<file path="src/rtl/wb_pkg.sv">
// Shared Wishbone definitions for the GPIO interconnect slice:
// arbiter state encoding and default bus widths.
package wb_pkg;

  localparam int unsigned WB_DAT_WIDTH_DEF = 16;
  localparam int unsigned WB_ADR_WIDTH_DEF = 14;

  typedef enum logic [1:0] {
    IDLE  = 2'd0,
    BUSY  = 2'd1,
    ABORT = 2'd2
  } arb_state_t;

endpackage

</file>
<file path="src/rtl/rr_priority_pick.sv">
// Combinational round-robin selector: picks the first requester above
// the last-granted index, wrapping around; reusable for any shared port.
module rr_priority_pick #(
  parameter int unsigned N = 2
) (
  input  logic [N-1:0]         req,
  input  logic [$clog2(N)-1:0] last,
  output logic [N-1:0]         gnt,
  output logic [$clog2(N)-1:0] idx,
  output logic                 valid
);

  localparam int unsigned IW = $clog2(N);

  always_comb begin
    int unsigned k;
    logic [IW-1:0] kk;
    gnt   = '0;
    idx   = '0;
    valid = 1'b0;
    k     = 0;
    kk    = '0;
    // Offsets 1..N visit every index once, ending on last itself.
    for (int unsigned i = 1; i <= N; i++) begin
      k  = (32'(last) + i) % N;
      kk = IW'(k);
      if (!valid && req[kk]) begin
        valid   = 1'b1;
        gnt[kk] = 1'b1;
        idx     = kk;
      end
    end
  end

endmodule

</file>
<file path="src/rtl/wb_gpio_arbiter.sv">
// Round-robin Wishbone arbiter sharing one GPIO slave between several
// masters; grant held for the whole cyc, stalled transfers errored.
module wb_gpio_arbiter
  import wb_pkg::*;
#(
  parameter int unsigned NUM_MASTERS    = 2,
  parameter int unsigned WB_DAT_WIDTH   = WB_DAT_WIDTH_DEF,
  parameter int unsigned WB_ADR_WIDTH   = WB_ADR_WIDTH_DEF,
  parameter int unsigned TIMEOUT_CYCLES = 64
) (
  input  logic                              clk,
  input  logic                              rst,
  input  logic [NUM_MASTERS-1:0]            m_cyc_i,
  input  logic [NUM_MASTERS-1:0]            m_stb_i,
  input  logic [NUM_MASTERS-1:0]            m_we_i,
  input  logic [NUM_MASTERS*WB_ADR_WIDTH-1:0] m_adr_i,
  input  logic [NUM_MASTERS*WB_DAT_WIDTH-1:0] m_dat_i,
  output logic [WB_DAT_WIDTH-1:0]           m_dat_o,
  output logic [NUM_MASTERS-1:0]            m_ack_o,
  output logic [NUM_MASTERS-1:0]            m_err_o,
  output logic                              s_cyc_o,
  output logic                              s_stb_o,
  output logic                              s_we_o,
  output logic [WB_ADR_WIDTH-1:0]           s_adr_o,
  output logic [WB_DAT_WIDTH-1:0]           s_dat_o,
  input  logic [WB_DAT_WIDTH-1:0]           s_dat_i,
  input  logic                              s_ack_i,
  output logic [NUM_MASTERS-1:0]            gnt_o
);

  localparam int unsigned IDX_W = $clog2(NUM_MASTERS);
  localparam int unsigned CNT_W = $clog2(TIMEOUT_CYCLES);
  localparam logic [CNT_W-1:0] CNT_LAST = CNT_W'(TIMEOUT_CYCLES - 1);

  arb_state_t       state;
  logic [IDX_W-1:0] last;
  logic [CNT_W-1:0] tcnt;

  logic [NUM_MASTERS-1:0] pick_gnt;
  logic [IDX_W-1:0]       pick_idx;
  logic                   pick_valid;
  logic                   stall;
  logic                   timeout;

  logic [WB_ADR_WIDTH-1:0] adr_arr [NUM_MASTERS];
  logic [WB_DAT_WIDTH-1:0] dat_arr [NUM_MASTERS];

  for (genvar g = 0; g < NUM_MASTERS; g++) begin : g_unpack
    assign adr_arr[g] = m_adr_i[g*WB_ADR_WIDTH +: WB_ADR_WIDTH];
    assign dat_arr[g] = m_dat_i[g*WB_DAT_WIDTH +: WB_DAT_WIDTH];
  end

  rr_priority_pick #(
    .N(NUM_MASTERS)
  ) u_pick (
    .req   (m_cyc_i),
    .last  (last),
    .gnt   (pick_gnt),
    .idx   (pick_idx),
    .valid (pick_valid)
  );

  // The last-granted pointer doubles as the owner index in BUSY/ABORT.
  always_comb begin
    s_cyc_o = 1'b0;
    s_stb_o = 1'b0;
    s_we_o  = 1'b0;
    s_adr_o = '0;
    s_dat_o = '0;
    m_ack_o = '0;
    m_err_o = '0;
    m_dat_o = s_dat_i;
    case (state)
      BUSY: begin
        s_cyc_o       = m_cyc_i[last];
        s_stb_o       = m_cyc_i[last] & m_stb_i[last];
        s_we_o        = m_we_i[last];
        s_adr_o       = adr_arr[last];
        s_dat_o       = dat_arr[last];
        m_ack_o[last] = s_ack_i;
      end
      ABORT: m_err_o[last] = 1'b1;
      default: ;
    endcase
  end

  assign stall   = s_stb_o & ~s_ack_i;
  assign timeout = stall && (tcnt == CNT_LAST);

  always_ff @(posedge clk or negedge rst) begin
    if (!rst) begin
      state <= IDLE;
      gnt_o <= '0;
      last  <= IDX_W'(NUM_MASTERS - 1);
      tcnt  <= '0;
    end else begin
      case (state)
        IDLE: begin
          tcnt <= '0;
          if (pick_valid) begin
            state <= BUSY;
            gnt_o <= pick_gnt;
            last  <= pick_idx;
          end
        end
        BUSY: begin
          if (!m_cyc_i[last]) begin
            state <= IDLE;
            gnt_o <= '0;
            tcnt  <= '0;
          end else if (timeout) begin
            state <= ABORT;
            tcnt  <= '0;
          end else if (stall) begin
            tcnt <= tcnt + CNT_W'(1);
          end else begin
            tcnt <= '0;
          end
        end
        ABORT: begin
          state <= IDLE;
          gnt_o <= '0;
          tcnt  <= '0;
        end
        default: begin
          state <= IDLE;
          gnt_o <= '0;
          tcnt  <= '0;
        end
      endcase
    end
  end

endmodule

</file>
<file path="config.mk">
export PLATFORM = sky130hd
export DESIGN_NAME = wb_gpio_arbiter
export DESIGN_NICKNAME = d
export VERILOG_FILES = /design/src/rtl/wb_pkg.sv /design/src/rtl/rr_priority_pick.sv /design/src/rtl/wb_gpio_arbiter.sv
export SDC_FILE = /design/constraint.sdc
export NUM_CORES = 1
export LEC_CHECK = 0
export CAP_MARGIN = 30
export CORE_AREA = 5 5 59 101
export DETAILED_ROUTE_END_ITERATION = 6
export DIE_AREA = 0 0 64 106
export PLACE_DENSITY = 0.75
export SLEW_MARGIN = 20
export SYNTH_ARGS = -nofsm -noshare
export SYNTH_HDL_FRONTEND = slang
export SYNTH_HIERARCHICAL = 1
export SYNTH_SLANG_ARGS = --single-unit
export TNS_END_PERCENT = 30
</file>
<file path="constraint.sdc">
create_clock -name clk -period 2 [get_ports clk]
set_clock_uncertainty 0.2 [all_clocks]
set_input_delay 0.4 -clock clk [delete_from_list [all_inputs] [get_ports clk]]
set_output_delay 0.4 -clock clk [all_outputs]
set_load 0.05 [all_outputs]
</file>
======== Yosys cells after proc, flatten, opt, wreduce, memory -nomap -nowiden ========
Index checks and enable logic that the tools add are counted.
storage, ports and cells
  flip-flop bits (word level) ............. 11
  logic and storage cells ................. 82
operators by class
  add/sub/neg operators ................... 3
  order comparisons ....................... 7
  eq/ne operators ......................... 6
  mux-type cells .......................... 46
  bitwise gates (word level) .............. 6
  reductions and logical operators ........ 10
operators with widths
  cell                                                         number
  two-way mux 16 bit                                           4
  two-way mux 14 bit                                           4
  two-way mux 6 bit                                            4
  two-way mux 1 bit                                            20
  two-way mux 2 bit                                            9
  one-hot mux 2 bit (2 select lines)                           2
  adder 6 x 1 -> 6 bit (second input constant)                 1
  == test 6 bit (second input constant)                        1
  less-than comparator 1 x 2 -> 1 bit (second input constant)  3
  AND reduction 2 bit                                          3
  logical AND 1 bit                                            5
  inequality test 2 bit (second input constant)                2
  demux 1 bit (select 1 bit)                                   3
  >= comparator 1 bit (second input constant)                  3
  inequality test 3 bit (second input constant)                1
  adder 1 bit (second input constant)                          2
  bitwise AND 1 bit                                            2
  bitwise AND 2 bit                                            1
  == test 2 x 1 -> 1 bit (second input constant)               1
  == test 2 bit (second input constant)                        1
  >= comparator 2 bit (second input constant)                  1
  logical NOT 2 bit                                            1
  NOT 1 -> 2 bit                                               1
  OR 2 bit                                                     1
  other kinds (2)                                              2

======== Logic depth before layout (Yosys ltp) ========
  word-level depth ........................ 10
  gate-level depth with buffers ........... 5

======== By module ========
Netlist, hierarchy kept.
modules (own cells, without submodules)
  module            times used  cells an instance  area an instance (um^2)  sequential area each (um^2)
  wb_gpio_arbiter   1           140                1137.3                   276.5
  rr_priority_pick  1           5                  32.5                     0.0

======== Least setup slack after synthesis ========
No wires, ideal clock.
  path kind ............................... register to output
  start point ............................. register last
  end point ............................... output port m_err_o[0]
  arrival ................................. 1.974 ns
  required time ........................... 1.400 ns
  setup slack ............................. -0.574 ns
  stages on the path, launching flop included .. 4
  path buffers ............................ 2
  path through ............................ dfstp_2 > buf_4 > buf_1 > nor3b_1
between the ends
  word-level cells in the longest chain between the ends .. 5
  elaborated cells on any way between the ends .. 6
  those cells by class .................... order compare: 2; mux: 3; reduce/logical: 1
ends and longest elaborated chain
  what                                                                                              RTL line                source
  from (decl)                                                                                       wb_gpio_arbiter.sv:36   logic [IDX_W-1:0] last;
  from (signal assigned)                                                                            wb_gpio_arbiter.sv:94   last <= IDX_W'(NUM_MASTERS - 1);
  from (signal assigned)                                                                            wb_gpio_arbiter.sv:103  last <= pick_idx;
  less-than comparator 1 x 2 -> 1 bit (implied by the code) or >= comparator 1 bit (tied branches)  wb_gpio_arbiter.sv:82   ABORT: m_err_o[last] = 1'b1;
  logical AND 1 bit (implied by the code)                                                           wb_gpio_arbiter.sv:82
  two-way mux 1 bit (implied by the code)                                                           wb_gpio_arbiter.sv:82
  demux 1 bit (select 1 bit) *                                                                      wb_gpio_arbiter.sv:82
  two-way mux 2 bit *                                                                               wb_gpio_arbiter.sv:73   case (state)
  to (decl)                                                                                         wb_gpio_arbiter.sv:20   output logic [NUM_MASTERS-1:0] m_err_o,
Every way passes the cells marked *; elsewhere a longest branch is shown, timed or not.

======== Final worst setup path ========
  start point ............................. register last
  end point ............................... output port s_adr_o[12]
between the ends
  word-level cells in the longest chain between the ends .. 5
ends and longest elaborated chain
  what                                                    RTL line               source
  NOT 1 -> 2 bit (implied by the code)                    wb_gpio_arbiter.sv:78  s_adr_o = adr_arr[last];
  two-way mux 14 bit (implied by the code) (3 in series)  wb_gpio_arbiter.sv:78
  two-way mux 14 bit                                      wb_gpio_arbiter.sv:73
  to (decl)                                               wb_gpio_arbiter.sv:24  output logic [WB_ADR_WIDTH-1:0] s_adr_o,
No other way between the ends. The select of a mux whose other input is x is not followed.

==> results.py <==
metrics = {
    "worst_setup_path": {
        "path_class": "reg -> out",
        "worstPathCellList": "buf_12 > mux2i_2 > nor2_4 > buf_12",
        "r2r_slack_ns": 0.13,
        "r2r-end": "tcnt[0]",
        "max_stage_delay_ns": 0.64,
        "cp.arrival_ns": 1.61,
        "worst-path-buf-inv": 2,
        "critPathTopFamily": "flip-flops",
        "worstPathMaxFanout": 16,
        "startpoint_type": "flip-flop",
        "worst_ep_required_time_ns": 1.40,
        "cp_slowest_cell": "dfstp_2",
        "crit_top_cell": "buf_12",
        "worstReg2RegStart": "last",
        "end_kind": "output port",
        "r2r_cells": 3,
    },
    "drt": {
        "via_per_inst": 4.67,
        "routed_wl_um": 4560,
        "drt_iter0_drc": 37,
        "first_pass_iters": 4,
        "wl_per_cell_um": 15.3,
        "drc_errors": 0,
        "via_count": 1396,
        "antenna_left": 0,
    },
    "synth": {
        "syn_nets": 231,
        "syn_inst": 145,
        "ys_types": 31,
        "synth_edf_count": 0,
        "syn_area_um2": 1170,
        "synthArstFlopShare": 1.00,
        "ys_seq_elements": 11,
        "ys_seq_area_frac": 0.236,
        "yosysWarnings": 6,
        "synth-main-ff-cell": "dfrtp_1",
        "postSynthAreaPerCell_um2": 8.07,
    },
    "clocking": {
        "hold_buffers": 0,
        "clkTransAtPathRegs_ns": 0.05,
        "cts_tree": "built",
        "root_buffer": "clkbuf_8",
        "clock_latency_ns": 0.24,
        "cts_max_level": 1,
        "clock-sinks": 11,
        "clock_path_buffers": 2,
        "cts_buffers": 3,
    },
    "sta": {
        "finalSetupViolCount": 35,
        "hold_violations": 0,
        "fin_hold_ws_ns": 0.296,
        "fin_crit_ns": 2.21,
        "fin_crit_sh": 1.10,
        "slew_headroom": 0.664,
        "worst-slew-pin-transition_ns": 0.503,
        "maxClockFrequency_mhz": 453,
        "setup_tns_ns": -5.79,
        "rsz0062_at_grt": "true",
        "slew_violations": 0,
        "final.setup.worst_slack_ns": -0.206,
    },
    "cells_and_area": {
        "ff_latch_area_um2": 277,
        "fin_util": 0.565,
        "fin_area_um2": 2900,
        "nFillCells": 435,
        "fin_nets": 331,
        "antennaDiodeCount": 0,
        "syn_to_final_growth_pct": 148,
        "multi_input_area_um2": 935,
        "drive_gt1_frac": 0.443,
    },
    "floorplanning": {
        "ioPinCount": 140,
        "dieArea_um2": 6780,
        "start_util": 0.228,
        "core-area_um2": 5120,
        "fp.dieW_um": 64,
        "fp-row-count": 35,
        "die_h_um": 106,
    },
    "pwr": {
        "p_int_w": 0.00229,
        "leakagePower_nw": 1.19,
        "switching_share": 0.493,
        "seq_power_share": 0.075,
        "vdd_drop_max_mv": 1.38,
        "p_sw_w": 0.00222,
        "pwr-share-clk": 0.050,
        "power_frac_comb": 0.874,
        "p_per_area_nw_per_um2": 1560,
    },
    "global_route": {
        "grt_start_max_net_pins": 21,
        "globalRoute.totalOverflow": 0,
        "grt_pass1_vias": 1524,
        "grt_pass1_wl_um": 7310,
        "antenna_found_initial": 0,
        "grt_usage": 0.130,
    },
    "placed_design": {
        "dp_hpwl_um": 3800,
        "dpl-instance-area_um2": 2740,
        "gp_congestion": 0.767,
        "port_buffers": 107,
    },
    "run_status": {
        "failed_checks": "negative setup slack",
        "status": "finished with violations",
    },
    "flow_run": {
        "cap_violations": 0,
    },
    "min_path": {
        "hold_path.class": "in -> async",
    },
}
[cells by family after synthesis]
| group | Yosys count | synth area share |
|---|---|---|
| buf+inv | 26 | 0.141 |
| mux | 36 | 0.310 |
| simple gates | 59 | 0.228 |
| xor+xnor | 3 | 0.0225 |
| compound gates | 9 | 0.0513 |
| fa+ha+maj | 1 | 0.0107 |
| flops | 11 | 0.236 |
[repair_timing]
action,CTS,global route
endpoints found under the setup margin,34,41
pin swaps,1,1
resized for setup,5,24
setup buffers,1,1
endpoints found under the hold margin,0,0
[layout make-up]
class / count / area share
Clock buffer: 4 / 0.0156
Inverter: 2 / 0.00346
Multi-Input combinational cell: 108 / 0.323
Tap cell: 55 / 0.0238
Timing Repair Buffer: 119 / 0.539
Sequential cell: 11 / 0.0955
[metrics by stage]
step	cells	setup slack [ns]	total power, W
after detailed placement	293	-0.219	0.00415
final	299	-0.206	0.00451
after global placement	293	-0.162	0.00412
after CTS	298	-0.198	0.00443
after global routing	299	-0.257	0.00469
after floorplan	145	-0.127	0.00241
[flip-flops by register name, indices dropped and copies added, names as in the netlist]
signal / count
gnt_o: 2
last: 1
state: 2
tcnt: 6
[power by group through the flow]
stage | clock network (W) | registers (W) | logic, W
floorplan | 0 | 0.000377 | 0.00203
global placement | 0 | 0.000341 | 0.00378
detailed placement | 0 | 0.000344 | 0.00381
CTS | 0.000225 | 0.000339 | 0.00386
global route | 0.000237 | 0.000349 | 0.00411
finish | 0.000227 | 0.000340 | 0.00394
[worst reg2reg max path: stages (launching register included)]
cell     delay [ns]
dfstp_2        0.64
mux2_4         0.22
or4b_4         0.51
nor3_1         0.20
[synthesized netlist by cell type (2+ instances only)]
master     number  area, um2
mux2i_1        34        340
dfrtp_1        10        250
inv_1           2       7.51
nor2_1         36        135
nor3b_1         2       15.0
o2bb2ai_1       2       17.5
o21ai_0         2       10.0
buf_4          17        128
a21oi_1         2       10.0
mux2_2          2       22.5
buf_2           3       15.0
a21boi_0        2       15.0
xor2_1          2       17.5
buf_1           3       11.3
nand3_1         3       15.0
nand2_1         5       18.8
nor3_1          4       20.0
[worst max path at each step]
stage,cells past startpoint,end,slack (ns),from
CTS,4,s_cyc_o,-0.20,last
finish,4,s_adr_o[12],-0.21,last
global placement,5,s_stb_o,-0.16,m_cyc_i[1]
detailed placement,4,tcnt[2],-0.22,m_cyc_i[1]
global route,4,s_dat_o[4],-0.26,last
floorplan,4,s_adr_o[1],-0.13,last
[layer usage]
layer  global-route usage  part of all wire  up-vias
met5                    0                 0        -
met4               0.0327             0.021        0
met3               0.0317             0.090       15
met2                0.258              0.55       80
li1                     -                 -      678
met1                0.127              0.34      623
[cells in the final DEF, fill, tap and decap left out, drive strengths merged]
cell type,n
nand2,5
mux2,2
ha,1
and3b,1
nor2,36
dfstp,1
buf,51
xnor2,1
o2bb2ai,2
inv,2
xor2,2
nor3b,2
nor4,1
and3,1
clkbuf,4
nand2b,1
nor2b,1
nor3,4
dfrtp,10
o21ai,2
a21boi,3
or2,2
clkdlybuf4s50,67
or3,1
or4b,1
a21oi,2
dlymetal6s2s,1
mux2i,34
nand3,3
(Power assumes the default switching activity.)
